[config.mk]
export PLATFORM = sky130hd
export DESIGN_NAME = fetch_instr_queue_flat
export DESIGN_NICKNAME = d
export VERILOG_FILES = /design/src/rtl/fetch_instr_queue_pkg.sv /design/src/rtl/fetch_instr_queue_if.sv /design/src/rtl/fetch_instr_queue.sv /design/src/flat_wrapper.sv
export SDC_FILE = /design/constraint.sdc
export NUM_CORES = 1
export LEC_CHECK = 0
export BUFFER_PORTS_ARGS = -buffer_cell sky130_fd_sc_hd__buf_2
export CORE_MARGIN = 2
export CORE_UTILIZATION = 50
export CTS_CLUSTER_SIZE = 16
export DETAILED_ROUTE_END_ITERATION = 12
export HOLD_SLACK_MARGIN = 0.08
export PLACE_DENSITY = 0.67
export SYNTH_ARGS = -nofsm -noshare
export SYNTH_HDL_FRONTEND = slang
export SYNTH_SLANG_ARGS = --single-unit
[constraint.sdc]
create_clock -name clk -period 7.8 [get_ports clk]
set_clock_uncertainty 0.05 [all_clocks]
set_input_delay 2.34 -clock clk [delete_from_list [all_inputs] [get_ports clk]]
set_output_delay 2.34 -clock clk [all_outputs]
set_load 0.02 [all_outputs]
[src/rtl/fetch_instr_queue_pkg.sv]
// ---------------------------------------------------------------------------
// fetch_pkg
//   Shared definitions for the fetch -> decode instruction queue.
//   - IQ_DEPTH   : default number of queue entries (power of two, >= 2)
//   - iq_entry_t : one queued fetch result {pc, instr, err} at the global
//                  ADDR_WIDTH / DATA_WIDTH
// ---------------------------------------------------------------------------
`ifndef ADDR_WIDTH
`define ADDR_WIDTH 32
`endif
`ifndef DATA_WIDTH
`define DATA_WIDTH 32
`endif

package fetch_pkg;

    localparam int IQ_DEPTH = 4;

    // err marks a word whose AXI-lite RRESP was not OKAY; it stays with the word.
    typedef struct packed {
        logic [`ADDR_WIDTH-1:0] pc;
        logic [`DATA_WIDTH-1:0] instr;
        logic                   err;
    } iq_entry_t;

endpackage

[src/rtl/fetch_instr_queue_if.sv]
// ---------------------------------------------------------------------------
// fetch_instr_queue_if
//   Bundles the fetch-side push port, the decode-side pop port, the flush
//   request and the occupancy output of the instruction queue.
//   Modports:
//     master : environment side (fetch + decode + redirect control)
//     slave  : the queue itself
//   Signals:
//     i_if_valid / o_if_ready / i_if_pc / i_if_instr / i_if_err  fetch push
//     o_id_valid / i_id_ready / o_id_pc / o_id_instr / o_id_err  decode pop
//     i_flush                                                    redirect
//     o_count                                                    occupancy
// ---------------------------------------------------------------------------
`ifndef ADDR_WIDTH
`define ADDR_WIDTH 32
`endif
`ifndef DATA_WIDTH
`define DATA_WIDTH 32
`endif

interface fetch_instr_queue_if
    import fetch_pkg::*;
#(
    parameter int ADDR_WIDTH = `ADDR_WIDTH,
    parameter int DATA_WIDTH = `DATA_WIDTH,
    parameter int DEPTH      = IQ_DEPTH
);
    localparam int CNT_W = $clog2(DEPTH) + 1;

    logic                  i_if_valid;
    logic                  o_if_ready;
    logic [ADDR_WIDTH-1:0] i_if_pc;
    logic [DATA_WIDTH-1:0] i_if_instr;
    logic                  i_if_err;

    logic                  o_id_valid;
    logic                  i_id_ready;
    logic [ADDR_WIDTH-1:0] o_id_pc;
    logic [DATA_WIDTH-1:0] o_id_instr;
    logic                  o_id_err;

    logic                  i_flush;
    logic [CNT_W-1:0]      o_count;

    modport master (
        output i_if_valid, i_if_pc, i_if_instr, i_if_err,
        output i_id_ready, i_flush,
        input  o_if_ready, o_id_valid, o_id_pc, o_id_instr, o_id_err, o_count
    );

    modport slave (
        input  i_if_valid, i_if_pc, i_if_instr, i_if_err,
        input  i_id_ready, i_flush,
        output o_if_ready, o_id_valid, o_id_pc, o_id_instr, o_id_err, o_count
    );

endinterface

[src/rtl/fetch_instr_queue.sv]
// ---------------------------------------------------------------------------
// fetch_instr_queue
//   In-order instruction queue between the fetch stage (AXI-lite read
//   master) and decode. Buffers up to DEPTH {pc, instr, err} entries so
//   fetch can keep reading while decode stalls; a synchronous flush drops
//   everything on a redirect. Head entry is presented first-word
//   fall-through straight from storage (no input-to-output bypass).
//   Ports:
//     clk    : clock, rising edge
//     rst_n  : asynchronous active-low reset
//     bus    : fetch_instr_queue_if.slave (push, pop, flush, occupancy)
// ---------------------------------------------------------------------------
`ifndef ADDR_WIDTH
`define ADDR_WIDTH 32
`endif
`ifndef DATA_WIDTH
`define DATA_WIDTH 32
`endif

module fetch_instr_queue
    import fetch_pkg::*;
#(
    parameter int ADDR_WIDTH = `ADDR_WIDTH,
    parameter int DATA_WIDTH = `DATA_WIDTH,
    parameter int DEPTH      = IQ_DEPTH
) (
    input  logic               clk,
    input  logic               rst_n,
    fetch_instr_queue_if.slave bus
);

    localparam int PTR_W = $clog2(DEPTH);
    localparam int CNT_W = PTR_W + 1;

    typedef struct packed {
        logic [ADDR_WIDTH-1:0] pc;
        logic [DATA_WIDTH-1:0] instr;
        logic                  err;
    } entry_t;

    logic [PTR_W-1:0] r_wr_ptr;
    logic [PTR_W-1:0] r_rd_ptr;
    logic [CNT_W-1:0] r_count;
    logic             r_if_ready;

    logic [PTR_W-1:0] w_wr_ptr_next;
    logic [PTR_W-1:0] w_rd_ptr_next;
    logic [CNT_W-1:0] w_count_next;
    logic             w_push;
    logic             w_pop;
    entry_t           w_wr_entry;
    entry_t           w_entries [DEPTH];
    entry_t           w_head;

    assign w_wr_entry = '{pc: bus.i_if_pc, instr: bus.i_if_instr, err: bus.i_if_err};

    // Handshakes are qualified with !i_flush so a redirect cycle moves nothing.
    always_comb begin
        w_push        = bus.i_if_valid && r_if_ready && !bus.i_flush;
        w_pop         = (r_count != '0) && bus.i_id_ready && !bus.i_flush;
        w_wr_ptr_next = r_wr_ptr;
        w_rd_ptr_next = r_rd_ptr;
        w_count_next  = r_count;
        if (bus.i_flush) begin
            w_wr_ptr_next = '0;
            w_rd_ptr_next = '0;
            w_count_next  = '0;
        end else begin
            if (w_push) w_wr_ptr_next = r_wr_ptr + PTR_W'(1);
            if (w_pop)  w_rd_ptr_next = r_rd_ptr + PTR_W'(1);
            case ({w_push, w_pop})
                2'b10:   w_count_next = r_count + CNT_W'(1);
                2'b01:   w_count_next = r_count - CNT_W'(1);
                default: w_count_next = r_count;
            endcase
        end
    end

    // Ready is registered from the next occupancy, so a pop while full only
    // reopens the fetch side one cycle later.
    always_ff @(posedge clk or negedge rst_n) begin
        if (!rst_n) begin
            r_wr_ptr   <= '0;
            r_rd_ptr   <= '0;
            r_count    <= '0;
            r_if_ready <= 1'b0;
        end else begin
            r_wr_ptr   <= w_wr_ptr_next;
            r_rd_ptr   <= w_rd_ptr_next;
            r_count    <= w_count_next;
            r_if_ready <= (w_count_next != CNT_W'(DEPTH));
        end
    end

    // One register per slot; each slot loads only when it is the write target.
    genvar gi;
    generate
        for (gi = 0; gi < DEPTH; gi++) begin : g_slot
            entry_t r_entry;

            always_ff @(posedge clk or negedge rst_n) begin
                if (!rst_n) begin
                    r_entry <= '0;
                end else if (w_push && (r_wr_ptr == PTR_W'(gi))) begin
                    r_entry <= w_wr_entry;
                end
            end

            assign w_entries[gi] = r_entry;
        end
    endgenerate

    assign w_head         = w_entries[r_rd_ptr];

    assign bus.o_if_ready = r_if_ready;
    assign bus.o_id_valid = (r_count != '0);
    assign bus.o_id_pc    = w_head.pc;
    assign bus.o_id_instr = w_head.instr;
    assign bus.o_id_err   = w_head.err;
    assign bus.o_count    = r_count;

endmodule

[src/flat_wrapper.sv]
// flat-port wrapper written by rule: the top's interface ports become plain ports
module fetch_instr_queue_flat import fetch_pkg::*;
#(
    parameter int ADDR_WIDTH = `ADDR_WIDTH,
    parameter int DATA_WIDTH = `DATA_WIDTH,
    parameter int DEPTH      = IQ_DEPTH
)
  (clk, rst_n, bus_i_if_valid, bus_i_if_pc, bus_i_if_instr, bus_i_if_err, bus_i_id_ready, bus_i_flush, bus_o_if_ready, bus_o_id_valid, bus_o_id_pc, bus_o_id_instr, bus_o_id_err, bus_o_count);
  fetch_instr_queue_if #(.ADDR_WIDTH(ADDR_WIDTH), .DATA_WIDTH(DATA_WIDTH), .DEPTH(DEPTH)) bus_i ();
  input  logic clk;
  input  logic rst_n;
  input wire logic [$bits(bus_i.i_if_valid)-1:0] bus_i_if_valid;
  input wire logic [$bits(bus_i.i_if_pc)-1:0] bus_i_if_pc;
  input wire logic [$bits(bus_i.i_if_instr)-1:0] bus_i_if_instr;
  input wire logic [$bits(bus_i.i_if_err)-1:0] bus_i_if_err;
  input wire logic [$bits(bus_i.i_id_ready)-1:0] bus_i_id_ready;
  input wire logic [$bits(bus_i.i_flush)-1:0] bus_i_flush;
  output wire logic [$bits(bus_i.o_if_ready)-1:0] bus_o_if_ready;
  output wire logic [$bits(bus_i.o_id_valid)-1:0] bus_o_id_valid;
  output wire logic [$bits(bus_i.o_id_pc)-1:0] bus_o_id_pc;
  output wire logic [$bits(bus_i.o_id_instr)-1:0] bus_o_id_instr;
  output wire logic [$bits(bus_i.o_id_err)-1:0] bus_o_id_err;
  output wire logic [$bits(bus_i.o_count)-1:0] bus_o_count;
  assign bus_i.i_if_valid = bus_i_if_valid;
  assign bus_i.i_if_pc = bus_i_if_pc;
  assign bus_i.i_if_instr = bus_i_if_instr;
  assign bus_i.i_if_err = bus_i_if_err;
  assign bus_i.i_id_ready = bus_i_id_ready;
  assign bus_i.i_flush = bus_i_flush;
  assign bus_o_if_ready = bus_i.o_if_ready;
  assign bus_o_id_valid = bus_i.o_id_valid;
  assign bus_o_id_pc = bus_i.o_id_pc;
  assign bus_o_id_instr = bus_i.o_id_instr;
  assign bus_o_id_err = bus_i.o_id_err;
  assign bus_o_count = bus_i.o_count;
  fetch_instr_queue #(.ADDR_WIDTH(ADDR_WIDTH), .DATA_WIDTH(DATA_WIDTH), .DEPTH(DEPTH)) u_core (.clk(clk), .rst_n(rst_n), .bus(bus_i));
endmodule
==> impl_metrics.env, run 1 <==
export IMPL_outcome="finished, final reports clean"
export IMPL_grtUsageMet1_pct=27.7
export IMPL_first_iter_violations=317
export IMPL_crit_arrival_ns=2.95
export IMPL_slew_viol_final=0
export IMPL_r2r_end="u_core.bus.o_if_ready"
export IMPL_gr_usage_met2_pct=33.5
export IMPL_ys_warn_count=0
export IMPL_clkTransAtPathRegs_ns=0.06
export IMPL_cp_end_kind="primary output"
export IMPL_synth_seq_area_share_pct=53.7
export IMPL_syn_area_um2=12500
export IMPL_grt_antenna_before_repair=2
export IMPL_power_density_nw_per_um2=345
export IMPL_grt_max_degree=139
export IMPL_critPathKind="reg2out"
export IMPL_routed_via_density=5.52
export IMPL_rr_startpoint="u_core.bus.o_count[0]"
export IMPL_syn_to_final_growth_pct=15.7
export IMPL_nets=884
export IMPL_firstDrtPassIters=4
export IMPL_hp_class="reg2reg"
export IMPL_die_w_um=162
export IMPL_rows=57
export IMPL_p_leak_nw=7.18
export IMPL_ys_seq_elements=268
export IMPL_synth_nets=750
export IMPL_drtAntennaViolNets=0
export IMPL_fin_crit_ns=5.34
export IMPL_cts_tree="yes"
export IMPL_place_ws_ns=2.90
export IMPL_grt_busiest_layer="met2"
export IMPL_met3_usage_pct=3.83
export IMPL_relSlewSlack_pct=26.0
export IMPL_cts_buffer_depth=3
export IMPL_setup_viol=0
export IMPL_drive_gt1_share_pct=63.9
export IMPL_gr_total_overflow=0
export IMPL_cts_htree_levels=1
export IMPL_drv_cap=0
export IMPL_syn_avg_cell_area_um2=18.5
export IMPL_grt_pass1_vias=7412
export IMPL_crit_start="u_core.r_rd_ptr[0]"
export IMPL_cts_resized_gates=0
export IMPL_drc=0
export IMPL_tns_ns=0
export IMPL_place_gp_congestion=0.728
export IMPL_cp_data_required_time_ns=5.41
export IMPL_rsz0062_at_grt="false"
export IMPL_routedWlPerCell_um=22.0
export IMPL_hpwl_um=15400
export IMPL_core_region_area_um2=24500
export IMPL_numClockSinks=268
export IMPL_synth_cell_types=26
export IMPL_cts_hold_buf=0
export IMPL_rrSetupSlack_ns=5.17
export IMPL_cts_buffers_inserted=30
export IMPL_cts_root_buf="clkbuf_16"
export IMPL_worstMarginPinSlew_ns=1.11
export IMPL_cts_setup_buffers=0
export IMPL_die_y_um=162
export IMPL_crit_path_end="bus_o_id_instr[31]"
export IMPL_io_pins=140
export IMPL_grtUsageTotal_pct=20.0
export IMPL_worst_r2r_cell_count=7
export IMPL_start_kind="register"
export IMPL_wirelength_um=25500
export IMPL_hold_viol=0
export IMPL_grt_pass1_wl_um=41800
export IMPL_start_util_pct=51.1
export IMPL_die_area_um2=26300
export IMPL_io_buffers=139
export IMPL_critPathMaxFanout=47
export IMPL_num_vias=6377
export IMPL_netlist_instances=674
export IMPL_fin_crit_sh_pct=68.5
export IMPL_vdd_drop_max_uv=203
export IMPL_setup_slack_ns=2.46
export IMPL_insertion_delay_ns=0.53
export IMPL_timing_fmax_mhz=187
-- stage by stage --
stage          total power [mW]  hold WS [ns]  instances  utilization (%)  area (um^2)
2_1_floorplan              3.06         0.424        674                -        12500
3_3_place_gp               3.35         0.431       1100             54.4        13300
3_5_place_dp               3.43         0.440       1100             54.4        13300
4_1_cts                    5.04         0.453       1155             59.1        14500
5_1_grt                    5.21         0.462       1155             59.1        14500
6_report                   4.98         0.447       1156             59.1        14500
-- cells by family (layout without fill, tap and decap cells) --
kind of cell	after synthesis	in the layout	share of synthesized area, %
AO/OA/AOI/OAI	6	6	0.340
XOR/XNOR	5	5	0.350
adder cells (fa/ha/maj)	6	6	0.661
buffers and inverters	47	204	3.11
flip-flops	268	268	53.7
multiplexers	326	326	41.2
other	0	1	0
AND/OR/NAND/NOR	16	16	0.661
-- synth_stat cells --
master | n | area [um^2]
xor2_1 | 3 | 26.3
mux2_2 | 60 | 676
ha_1 | 5 | 62.6
and3b_2 | 1 | 10.0
mux2i_1 | 1 | 10.0
o21ai_0 | 1 | 5.00
fa_1 | 1 | 20.0
buf_6 | 25 | 282
o311ai_0 | 1 | 8.76
buf_2 | 8 | 40.0
buf_1 | 3 | 11.3
or3_1 | 2 | 12.5
a2111o_1 | 1 | 11.3
nand2_1 | 2 | 7.51
dfrtp_1 | 268 | 6710
mux4_2 | 65 | 1460
nand3_1 | 1 | 5.00
nand2_2 | 4 | 25.0
buf_4 | 4 | 30.0
mux2_4 | 200 | 3000
xnor2_1 | 2 | 17.5
nor2_1 | 6 | 22.5
clkbuf_1 | 4 | 15.0
o31ai_1 | 1 | 7.51
inv_1 | 3 | 11.3
a21oi_1 | 2 | 10.0
-- registers in the layout, summed over array words and instances, names as in the netlist --
register               count
u_core.r_rd_ptr            2
u_core.bus.o_count         3
u_core.bus.o_if_ready      1
u_core.r_wr_ptr            2
u_core.g_slot.r_entry    260
-- routing by layer --
layer	wire, um	vias up	part of all wire, %
li1	-	2768	-
met1	11300	3442	45
met2	12500	133	49
met3	1170	34	4.6
met4	415	0	1.6
met5	0	-	0
-- worst max-delay path, cell delays in order (launching register included) --
cell and delay [ns]:
dfrtp_4 1.10, buf_4 0.53, mux4_2 0.58, buf_2 0.18
-- worst min-delay path by stage --
stage,start,endpoint,slack [ns],cells past startpoint
global placement,u_core.g_slot[2].r_entry[42],u_core.g_slot[2].r_entry[42],0.43,1
floorplan,u_core.g_slot[2].r_entry[0],u_core.g_slot[2].r_entry[0],0.42,1
global route,u_core.g_slot[3].r_entry[15],u_core.g_slot[3].r_entry[15],0.46,1
finish,u_core.g_slot[2].r_entry[43],u_core.g_slot[2].r_entry[43],0.45,1
detailed placement,u_core.g_slot[2].r_entry[43],u_core.g_slot[2].r_entry[43],0.44,1
CTS,u_core.g_slot[2].r_entry[43],u_core.g_slot[2].r_entry[43],0.45,1
-- cell usage in the layout, fill, tap and decap left out, types with 2 or more instances in the layout --
master	count
buf_2	138
a21oi_1	2
nand2_4	4
clkbuf_1	2
clkbuf_16	31
dfrtp_1	266
xor2_1	3
clkbuf_8	8
or3_1	2
mux4_2	65
mux2_4	200
clkinv_2	6
inv_1	3
buf_4	7
xnor2_1	2
bufinv_16	7
nand2_1	2
ha_1	5
dfrtp_4	2
nor2_1	6
mux2_2	60
-- where the power goes --
part | switching, mW | internal, mW | leakage (nW)
clock network | 0.557 | 1.03 | 0.564
logic | 0.481 | 0.818 | 3.27
registers | 0.277 | 1.82 | 3.35
-- layout make-up --
| cell class | count | area [um^2] |
|---|---|---|
| flip-flops and latches | 268 | 6710 |
| fillers | 1857 | 10000 |
| well taps | 324 | 405 |
| repair buffers | 146 | 758 |
| diodes | 1 | 2.50 |
| clock inverters | 14 | 248 |
| multi-input cells | 359 | 5420 |
| inverters | 3 | 11.3 |
| clock buffers | 41 | 893 |
No activity file was read; power rests on OpenSTA's default activity.
==> run 2, diff against run 1 <==
clock period = 5 ns   (was 7.8 ns; I/O delays follow)
==> run 2 against run 1 <==
Clock power grew 37%. Core utilization shrank 0.35 points. Combinational power increased by 61%. Non-clock buffer count is 5 higher. Sequential share of layout area is 0.28 points higher. Worst setup slack got worse by 1.4 ns. Sequential power grew 54%. Via count is 1.6% higher. Power increased by 50%.
==> impl_metrics.env, run 2 (synthesis results as in run 1) <==
export IMPL_outcome="finished, final reports clean"
export IMPL_start_kind="register"
export IMPL_cp_data_required_time_ns=3.45
export IMPL_hpwl_um=16000
export IMPL_hp_class="reg2reg"
export IMPL_timing_hold_ws_ns=0.449
export IMPL_cp_end_kind="primary output"
export IMPL_tns_ns=0
export IMPL_regMostFlops="u_core.g_slot.r_entry"
export IMPL_p_leak_nw=7.14
export IMPL_drv_cap=0
export IMPL_fillers=1808
export IMPL_cts_setup_buffers=0
export IMPL_nets=889
export IMPL_firstDrtPassIters=4
export IMPL_fin_crit_ns=3.89
export IMPL_num_vias=6478
export IMPL_setup_slack_ns=1.11
export IMPL_rows=57
export IMPL_cts_tree="yes"
export IMPL_die_area_um2=26300
export IMPL_die_y_um=162
export IMPL_start_util_pct=51.1
export IMPL_core_region_area_um2=24500
export IMPL_multi_input_area_um2=5420
export IMPL_io_buffers=139
export IMPL_place_ws_ns=1.18
export IMPL_cts_root_buf="clkbuf_16"
export IMPL_grt_pass1_vias=7532
export IMPL_critPathKind="reg2out"
export IMPL_setup_viol=0
export IMPL_met3_usage_pct=4.55
export IMPL_first_iter_violations=423
export IMPL_largest_reg_flops=260
export IMPL_cts_buffer_depth=3
export IMPL_routedWlPerCell_um=22.4
export IMPL_drtAntennaViolNets=0
export IMPL_gr_usage_met2_pct=34.4
export IMPL_drc=0
export IMPL_cts_resized_gates=0
export IMPL_clkTransAtPathRegs_ns=0.06
export IMPL_insertion_delay_ns=0.54
export IMPL_worstMarginPinSlew_ns=1.09
export IMPL_grt_pass1_wl_um=42400
export IMPL_io_pins=140
export IMPL_crit_arrival_ns=2.34
export IMPL_critPathSlowestCell="dfrtp_4"
export IMPL_layout_common_cells="266 x dfrtp_1, 200 x mux2_4, 138 x buf_2"
export IMPL_grt_antenna_before_repair=1
export IMPL_slew_viol_final=0
export IMPL_cts_htree_levels=1
export IMPL_grt_busiest_layer="met2"
export IMPL_wirelength_um=26000
export IMPL_grtUsageTotal_pct=20.5
export IMPL_numClockSinks=268
export IMPL_relSlewSlack_pct=27.5
export IMPL_fin_crit_sh_pct=77.9
export IMPL_place_gp_congestion=0.770
export IMPL_final_common_cell="dfrtp_1"
export IMPL_power_density_nw_per_um2=521
export IMPL_crit_chain="mux4_2 > buf_2"
export IMPL_routed_via_density=5.60
export IMPL_vdd_drop_max_uv=266
export IMPL_drive_gt1_share_pct=63.5
export IMPL_rsz0062_at_grt="false"
export IMPL_die_w_um=162
export IMPL_cts_buffers_inserted=30
export IMPL_critPathMaxFanout=66
export IMPL_timing_fmax_mhz=257
export IMPL_crit_path_max_incr_delay_ns=1.15
export IMPL_cts_hold_buf=0
export IMPL_syn_to_final_growth_pct=15.0
export IMPL_hold_viol=0
export IMPL_grtUsageMet1_pct=27.3
export IMPL_grt_max_degree=120
export IMPL_ff_latch_area_um2=6710
export IMPL_gr_total_overflow=0
-- run 2: cell types whose count changed in the layout (fill, tap and decap cells not counted) --
cell	before	now
buf_12	0	4
buf_4	7	8
bufinv_16	7	2
clkbuf_1	2	5
clkbuf_8	8	6
clkinvlp_4	1	0
-- run 2: metrics by stage --
stage / cell area, um^2 / total power [mW] / instances / utilization, %
after global placement: 13400 / 5.22 / 1105 / 54.8
after CTS: 14400 / 7.56 / 1155 / 58.7
after detailed placement: 13400 / 5.37 / 1105 / 54.8
final: 14400 / 7.49 / 1156 / 58.7
after global routing: 14400 / 7.85 / 1155 / 58.7
after floorplan: 12500 / 4.77 / 674 / -
-- run 2: per-layer routing --
metal | up-vias | part of all wire (%) | wire (um)
li1 | 2768 | - | -
met1 | 3519 | 43 | 11200
met2 | 143 | 50 | 12900
met3 | 48 | 4.9 | 1280
met4 | 0 | 2.3 | 591
met5 | - | 0 | 0
-- run 2: path summary, 6_finish.rpt --
| check | from | endpoint | slack [ns] | depth (start not counted) |
|---|---|---|---|---|
| min | u_core.g_slot[2].r_entry[44] | u_core.g_slot[2].r_entry[44] | 0.45 | 1 |
| max | u_core.r_rd_ptr[1] | bus_o_id_instr[7] | 1.11 | 2 |
| min reg2reg | u_core.g_slot[2].r_entry[44] | u_core.g_slot[2].r_entry[44] | 0.45 | 1 |
| max reg2reg | u_core.bus.o_count[0] | u_core.bus.o_if_ready | 2.36 | 7 |
| max in group asynchronous | rst_n | u_core.r_rd_ptr[0] | 2.90 | 2 |
| min in group asynchronous | rst_n | u_core.g_slot[3].r_entry[6] | 1.00 | 1 |
-- run 2: final cells by class --
class | instances | share of cell area (%)
sequential | 268 | 46.7
multi-input combinational | 359 | 37.7
clock buffer | 42 | 6.10
timing repair buffer | 151 | 5.89
tap | 324 | 2.82
clock inverter | 8 | 0.627
inverter | 3 | 0.0784
antenna | 1 | 0.0174
-- run 2: worst max-delay path: cells and delay by family, from the launching register on --
family / cells / cell delay, ns
flops: 1 / 1.15
mux: 1 / 0.46
buf+inv: 1 / 0.18
-- run 2: power breakdown --
part	total (mW)	switching [mW]	internal [mW]	leakage [nW]
Clock	2.16	0.856	1.31	0.483
Sequential	3.23	0.392	2.84	3.35
Combinational	2.09	0.806	1.29	3.31
Total	7.49	2.05	5.43	7.14
